`src/rtl/gc_gibbs_sweep_ctrl.sv`:
```
// Sequential (Gibbs) sweep controller for the graph-colouring vecmul stage.
// Optional GC_NOISE_EN adds a 16-bit LFSR threshold for stochastic bit decisions.
module gc_gibbs_sweep_ctrl #(
    parameter int          PRECISION_BITS  = 4,
    parameter int          OVERFLOW_BITS   = 4,
    parameter int          NUM_NODES       = 4,
    parameter int          NUM_NODES_BIT   = 2,
    parameter int          NUM_COLORS      = 4,
    parameter int          NUM_COLORS_BITS = 2,
    parameter int          SWEEP_BITS      = 8,
    parameter logic [15:0] LFSR_SEED       = 16'hACE1,
    localparam int         PAD_BITS        = PRECISION_BITS + OVERFLOW_BITS,
    localparam int         CBC_W           = (NUM_COLORS_BITS > 1) ? $clog2(NUM_COLORS_BITS) : 1
) (
    input  logic                                 clk,
    input  logic                                 rst,
    input  logic                                 load,
    input  logic [NUM_NODES*NUM_COLORS_BITS-1:0] nodes_init,
    input  logic                                 start,
    input  logic [SWEEP_BITS-1:0]                num_sweeps,
    input  logic [PAD_BITS-1:0]                  product,
    output logic [NUM_NODES*NUM_COLORS_BITS-1:0] nodes,
    output logic [NUM_NODES_BIT-1:0]             node_count,
    output logic [CBC_W-1:0]                     color_bit_count,
    output logic                                 busy,
    output logic                                 done
);
    localparam logic [NUM_COLORS_BITS:0] NC = NUM_COLORS[NUM_COLORS_BITS:0];

    typedef enum logic [1:0] {IDLE, EVAL, UPDATE, DONE} state_t;
    state_t state, state_nxt;

    logic [SWEEP_BITS-1:0]      sweep_cnt, sweeps_q;
    logic signed [PAD_BITS-1:0] thr;
    logic [NUM_COLORS_BITS-1:0] cur_color, cand;
    logic                       newbit, accept, last_bit, last_node, last_sweep;

`ifdef GC_NOISE_EN
    logic [15:0] lfsr;
    always_ff @(posedge clk or posedge rst) begin
        if (rst)                 lfsr <= LFSR_SEED;
        else if (state == UPDATE) lfsr <= {lfsr[14:0], lfsr[15] ^ lfsr[13] ^ lfsr[12] ^ lfsr[10]};
    end
    assign thr = $signed(lfsr[PAD_BITS-1:0]);
`else
    assign thr = '0;
`endif

    always_comb begin
        cur_color  = nodes[int'(node_count)*NUM_COLORS_BITS +: NUM_COLORS_BITS];
        newbit     = ($signed(product) > thr);
        cand       = cur_color;
        cand[color_bit_count] = newbit;
        // Colour codes at or above NUM_COLORS are illegal; such a flip is dropped.
        accept     = ({1'b0, cand} < NC);
        last_bit   = (color_bit_count == CBC_W'(NUM_COLORS_BITS - 1));
        last_node  = (node_count == NUM_NODES_BIT'(NUM_NODES - 1));
        last_sweep = ((sweep_cnt + SWEEP_BITS'(1)) == sweeps_q);
    end

    always_ff @(posedge clk or posedge rst) begin
        if (rst) state <= IDLE;
        else     state <= state_nxt;
    end

    always_comb begin
        state_nxt = state;
        case (state)
            IDLE:    if (!load && start) state_nxt = (num_sweeps == '0) ? DONE : EVAL;
            EVAL:    state_nxt = UPDATE;
            UPDATE:  if (last_bit && last_node && last_sweep) state_nxt = DONE;
                     else                                     state_nxt = EVAL;
            DONE:    state_nxt = IDLE;
            default: state_nxt = IDLE;
        endcase
    end

    always_comb begin
        busy = (state == EVAL) || (state == UPDATE);
    end

    always_ff @(posedge clk or posedge rst) begin
        if (rst) begin
            nodes           <= '0;
            node_count      <= '0;
            color_bit_count <= '0;
            sweep_cnt       <= '0;
            sweeps_q        <= '0;
            done            <= 1'b0;
        end else begin
            done <= (state == DONE);
            case (state)
                IDLE: begin
                    if (load) begin
                        nodes <= nodes_init;
                    end else if (start) begin
                        sweeps_q        <= num_sweeps;
                        sweep_cnt       <= '0;
                        node_count      <= '0;
                        color_bit_count <= '0;
                    end
                end
                UPDATE: begin
                    if (accept) nodes[int'(node_count)*NUM_COLORS_BITS +: NUM_COLORS_BITS] <= cand;
                    if (last_bit) begin
                        color_bit_count <= '0;
                        if (last_node) begin
                            node_count <= '0;
                            sweep_cnt  <= sweep_cnt + SWEEP_BITS'(1);
                        end else begin
                            node_count <= node_count + NUM_NODES_BIT'(1);
                        end
                    end else begin
                        color_bit_count <= color_bit_count + CBC_W'(1);
                    end
                end
                DONE: begin
                    node_count      <= '0;
                    color_bit_count <= '0;
                end
                default: ;
            endcase
        end
    end
endmodule

```
`config.mk`:
```
export PLATFORM = sky130hd
export DESIGN_NAME = gc_gibbs_sweep_ctrl
export DESIGN_NICKNAME = d
export VERILOG_FILES = /design/src/rtl/gc_gibbs_sweep_ctrl.sv
export SDC_FILE = /design/constraint.sdc
export NUM_CORES = 1
export LEC_CHECK = 0
export BUFFER_PORTS_ARGS = -buffer_cell sky130_fd_sc_hd__buf_2
export CORE_ASPECT_RATIO = 2
export CORE_MARGIN = 3
export CORE_UTILIZATION = 31
export DETAILED_ROUTE_END_ITERATION = 8
export SLEW_MARGIN = 25
export SYNTH_ARGS = -nofsm -noshare
export SYNTH_HDL_FRONTEND = slang
export SYNTH_SLANG_ARGS = --single-unit
export TNS_END_PERCENT = 10
```
`constraint.sdc`:
```
create_clock -name clk -period 3.9 [get_ports clk]
set_clock_uncertainty 0.15 [all_clocks]
set_input_delay 0.39 -clock clk [delete_from_list [all_inputs] [get_ports clk]]
set_output_delay 0.39 -clock clk [all_outputs]
set_load 0.01 [all_outputs]
```
# --- Yosys cells after proc, flatten, opt, wreduce, memory -nomap -nowiden ---
# Index checks and enable logic that the tools add are counted.
word_totals:
  register_bits: 30
  elab_cells: 68
  out_inout_bits: 13
  in_bits: 28
op_classes:
  muxes: 24
  n_eq_ne: 11
  n_shift: 3
  bitwise_logic: 1
  n_reduce_logical: 15
  n_lt_le_gt_ge: 3
  add_sub_neg: 4
op_table:
  columns: ["cell", "n"]
  rows:
  - ["2-to-1 mux 8 bit", 5]
  - ["negator 3 -> 33 bit", 1]
  - ["variable shift 2 x 33 -> 8 bit, first input constant", 1]
  - ["indexed part select 2 x 33 -> 8 bit", 1]
  - ["case mux 8 bit (2 select lines)", 2]
  - ["2-to-1 mux 2 bit", 7]
  - ["!= test 2 bit, second input constant", 6]
  - ["adder 8 x 1 -> 8 bit, second input constant", 1]
  - ["bitwise mux 8 bit", 1]
  - ["== test 8 bit", 1]
  - ["> comparator 8 x 1 -> 1 bit, second input constant", 1]
  - ["zero test 8 bit", 1]
  - ["case mux 2 bit (4 select lines)", 1]
  - ["indexed part select 8 x 4 -> 2 bit", 1]
  - ["== test 2 bit, second input constant", 3]
  - ["case mux 2 bit (3 select lines)", 1]
  - ["AND reduction 3 bit", 2]
  - ["AND reduction 5 bit", 1]
  - ["logical AND 1 bit", 4]
  - ["2-to-1 mux 1 bit", 4]
  - ["AND reduction 4 bit", 1]
  - ["case mux 1 bit (3 select lines)", 1]
  - ["nonzero test 3 bit", 1]
  - ["adder 2 x 1 -> 2 bit, second input constant", 1]
  - ["other kinds (12)", 12]

# --- Depth between registers and ports, before layout ---
logic_depth:
  word_depth: 8
  depth_mapped: 9
  depth_no_buf: 7

# --- Least setup slack after synthesis ---
# OpenSTA, ideal clock, no wires.
synth_path:
  path_kind: "register to register"
  startpoint: "register state[1]"
  endpoint: "register sweeps_q[0]"
  arrival_ns: 1.614
  n_path_buf: 1
  required_time_ns: 3.623
  setup_ns: 0.127
  path_stages_with_launch: 7
  slack_ns: 2.008
  period_less_slack_ns: 1.892
  path_cell_list: "dfrtp_1 inv_1 ha_1 inv_2 or3_1 clkbuf_1 mux2_1"
synth_between:
  elab_chain_cells: 2
synth_lines:
  columns: ["item", "line", "text"]
  rows:
  - ["start, declared", "31", "state_t state, state_nxt;"]
  - ["start signal, assigned", "63", "else state <= state_nxt;"]
  - ["zero test 2 bit", "92", "case (state)"]
  - ["AND reduction 3 bit (no line)", null, null]
  - ["end signal, assigned", "97", "sweeps_q <= num_sweeps;"]
  - ["end, declared", "33", "logic [SWEEP_BITS-1:0] sweep_cnt, sweeps_q;"]
# Every way passes these cells.
# A chain may end at the register's enable or synchronous reset.

# --- Final worst setup path ---
layout_path:
  startpoint: "register state[0]"
  endpoint: "register nodes[6]"
layout_between:
  elab_chain_cells: 3
  elab_cells_between_ends: 6
  classes_between: "2 x eq/ne; 1 x mux; 3 x reduce/logical"
layout_lines:
  columns: ["item", "line", "text"]
  rows:
  - ["== test 2 bit / zero test 2 bit (equally long branches)", "92", null]
  - ["nonzero test 2 bit (no line) / != test 2 bit (equally long branches)", null, null]
  - ["AND reduction 2 bit (no line)", null, null]
  - ["end signal, assigned", "95", "nodes <= nodes_init;"]
  - ["end signal, assigned by index", "104", "if (accept) nodes[int'(node_count)*NUM_COLORS_BITS +: NUM_COLORS_BITS] <= cand;"]
  - ["end, declared", "22", "output logic [NUM_NODES*NUM_COLORS_BITS-1:0] nodes,"]
# Several ways; a longest one is shown, not always the timed one.

==> run_results.csv <==
group,metric,value,unit
outcome,outcome,"complete, no violations",
detailed_routing,wire_per_inst,16.7,um
sta,post-route-period-util,57.6,%
clock_tree,cts-root-buf,"clkbuf_16",
job,maxCapViolCount,0,
finish,final-instance-count-excl-fill,282,
finish,final_common_cell,"buf_2",
die,start_util,32.4,%
critical_path,path_cells,"inv_1 -> ha_1 -> inv_1 -> nor2_1 -> nand4_1 -> o2bb2ai_1 -> mux2_2",
sta,rsz0062_at_grt,"no",
die,num_rows,39,
power_and_ir_drop,power_density,678,mW/mm2
finish,mostFrequentLayoutCells,"40 x buf_2, 30 x dfrtp_1, 13 x inv_1",
die,io_pins,41,
critical_path,path_max_fanout,11,
die,die_h,116,um
critical_path,cpPeakStageDelay,0.43,ns
finish,n_antenna_cell,0,
die,die_w,61.1,um
clock_tree,clk_pin_slew_worst_paths,0.05,ns
logic_synthesis,ys_seq_elements,30,
placement,postPlaceCellArea,0.00212,mm2
sta,fin_crit,2.25,ns
grt,grt_start_max_net_pins,31,
clock_tree,postCtsSetupRepairBufs,0,
critical_path,path_buf_inv,2,
critical_path,endpoint_kind,"register",
finish,final_util,38.9,%
clock_tree,htreeDepth,2,
grt,grt_pass1_wl,7.63,mm
detailed_routing,ant_nets,0,
power_and_ir_drop,p_total,1.53,mW
logic_synthesis,synth_cell_types,44,
grt,grt_pass1_vias,1657,
critical_path,crit_arrival,2.30,ns
critical_path,startpoint,"state[0]",
critical_path,r2r_setup_slack,1.65,ns
logic_synthesis,synth_ff_type,"dfrtp_1",
critical_path,required,3.95,ns
placement,dp_cells,276,
sta,setup_viol,0,
sta,max_clock_freq,445,MHz
grt,gr-usage-all-layers,14.6,%
detailed_routing,remaining_drc_errors,0,
logic_synthesis,async_flop_share,100,%
detailed_routing,drtIter0Drc,56,
critical_path,cp-start-kind,"register",
finish,final_cell_area,0.00226,mm2
logic_synthesis,syn_nets,219,
die,core,0.00581,mm2
detailed_routing,routed_via_density,5.49,
critical_path,cpMaxStageDelayCell,"dfrtp_1",
logic_synthesis,syn_inst,182,
sta,maxSlewHeadroom,49.2,%
critical_path,r2r_start,"state[0]",
critical_path,critPathTopFamily,"simple AND/OR/NAND/NOR gates",
grt,antenna_found_initial,0,
clock_tree,clk_latency,0.27,ns
sta,drv_slew,0,
critical_path,crit_top_cell,"inv_1",
sta,tns,0,ns
placement,gp_congestion,0.852,
min_path,hold_path.class,"primary input to asynchronous set/reset pin",
logic_synthesis,yosys_warnings,0,
clock_tree,ctsHoldBuffers,0,
critical_path,crit_type,"register to register",
critical_path,worstRegToRegCells,7,
detailed_routing,wl,4.71,mm
die,dieArea,0.00711,mm2
placement,dpl.hpwl,3.69,mm
clock_tree,numCtsBuffers,5,
finish,nFillCells,573,
finish,drive_gt1_share,28.5,%
finish,syn_to_final_growth,19.9,%
logic_synthesis,ys_seq_area_share,39.8,%
clock_tree,cts-resized-gates,0,
sta,hold_viol_final,0,
clock_tree,cts.sinks,30,
power_and_ir_drop,leakagePower,1.01,nW
critical_path,reg2reg_to,"nodes[6]",
detailed_routing,drt-pass1-iter-count,4,
logic_synthesis,synth_area,0.00188,mm2
placement,portBuffers,40,
power_and_ir_drop,vdd_drop_max,0.339,mV
logic_synthesis,synth_edf_count,0,
logic_synthesis,syn_area_per_cell,10.4,um2
clock_tree,cts_tree,"done",
clock_tree,clockBufferDepth,2,
sta,tightestPinTransition,0.758,ns
grt,grt_overflow,0,
detailed_routing,vias,1548,
finish,nNetsFinal,259,
==> through the flow <==
stage	hold WS [ns]	setup WS, ns
after CTS	0.0583	1.68
after global placement	0.344	1.74
after global routing	0.0770	1.49
after detailed placement	0.348	1.69
after floorplan	0.314	2.01
final	0.0449	1.65
==> power by group <==
group | internal [mW] | switching (mW) | leakage (nW) | total, mW
Sequential | 0.420 | 0.117 | 0.383 | 0.537
Clock | 0.245 | 0.121 | 0.0688 | 0.366
Combinational | 0.304 | 0.324 | 0.562 | 0.628
Total | 0.969 | 0.562 | 1.01 | 1.53
==> cell type report <==
type,instances,area [um2],share of cell area [%]
clock buffer,6,139,6.15
inverter,14,52.6,2.33
multi-input combinational,130,1030,45.7
sequential,30,751,33.2
tap,61,76.3,3.38
timing repair buffer,41,208,9.20
==> cells in the mapped netlist (2+ instances only) <==
master | n | area (um2)
dfrtp_1 | 30 | 751
inv_1 | 13 | 48.8
o21ai_0 | 11 | 55.1
ha_1 | 9 | 113
nor2_1 | 9 | 33.8
mux2_1 | 8 | 90.1
mux2_2 | 8 | 90.1
nand2_1 | 8 | 30.0
o2bb2ai_1 | 8 | 70.1
a21oi_1 | 7 | 35.0
nand3_1 | 7 | 35.0
xor2_1 | 6 | 52.6
nand4_1 | 5 | 31.3
o31ai_1 | 5 | 37.5
nor3_1 | 4 | 20.0
and3_1 | 3 | 18.8
buf_2 | 3 | 15.0
o21ai_1 | 3 | 15.0
xnor2_1 | 3 | 26.3
buf_6 | 2 | 22.5
clkbuf_1 | 2 | 7.51
mux2i_1 | 2 | 20.0
mux2i_4 | 2 | 45.0
mux4_2 | 2 | 45.0
nor2b_1 | 2 | 12.5
or3_1 | 2 | 12.5
==> how the worst max path moves through the flow <==
stage | depth (start not counted) | end
finish | 7 | nodes[6]
global route | 7 | sweep_cnt[6]
CTS | 7 | nodes[7]
detailed placement | 7 | nodes[7]
global placement | 7 | nodes[6]
floorplan | 6 | sweeps_q[0]
==> flip-flops by register name, summed over array words and instances, names as in the netlist <==
register,count
node_count,2
color_bit_count,1
state,2
sweep_cnt,8
sweeps_q,8
done,1
nodes,8
==> cell families (layout without fill, tap and decap cells) <==
group	Yosys count	after routing	synth area share, %
compound gates	45	45	16.9
simple gates	45	45	12.3
flops	30	30	39.8
mux	22	22	15.4
buf+inv	22	61	5.38
fa+ha+maj	9	9	5.98
xor+xnor	9	9	4.18
==> per-layer routing <==
metal	share of wire, %	track usage [%]	vias up	wire length (um)
met1	35	14.1	748	1670
met4	3.8	7.96	0	180
met2	57	26.7	40	2670
met3	3.9	3.65	16	185
li1	-	-	744	-
met5	0	0	-	0
==> worst reg2reg max path: stages (launching register included) <==
cell	delay (ns)
dfrtp_1	0.43
inv_1	0.10
ha_1	0.40
inv_1	0.29
nor2_1	0.30
nand4_1	0.18
o2bb2ai_1	0.16
mux2_2	0.16
(Power assumes the default switching activity.)
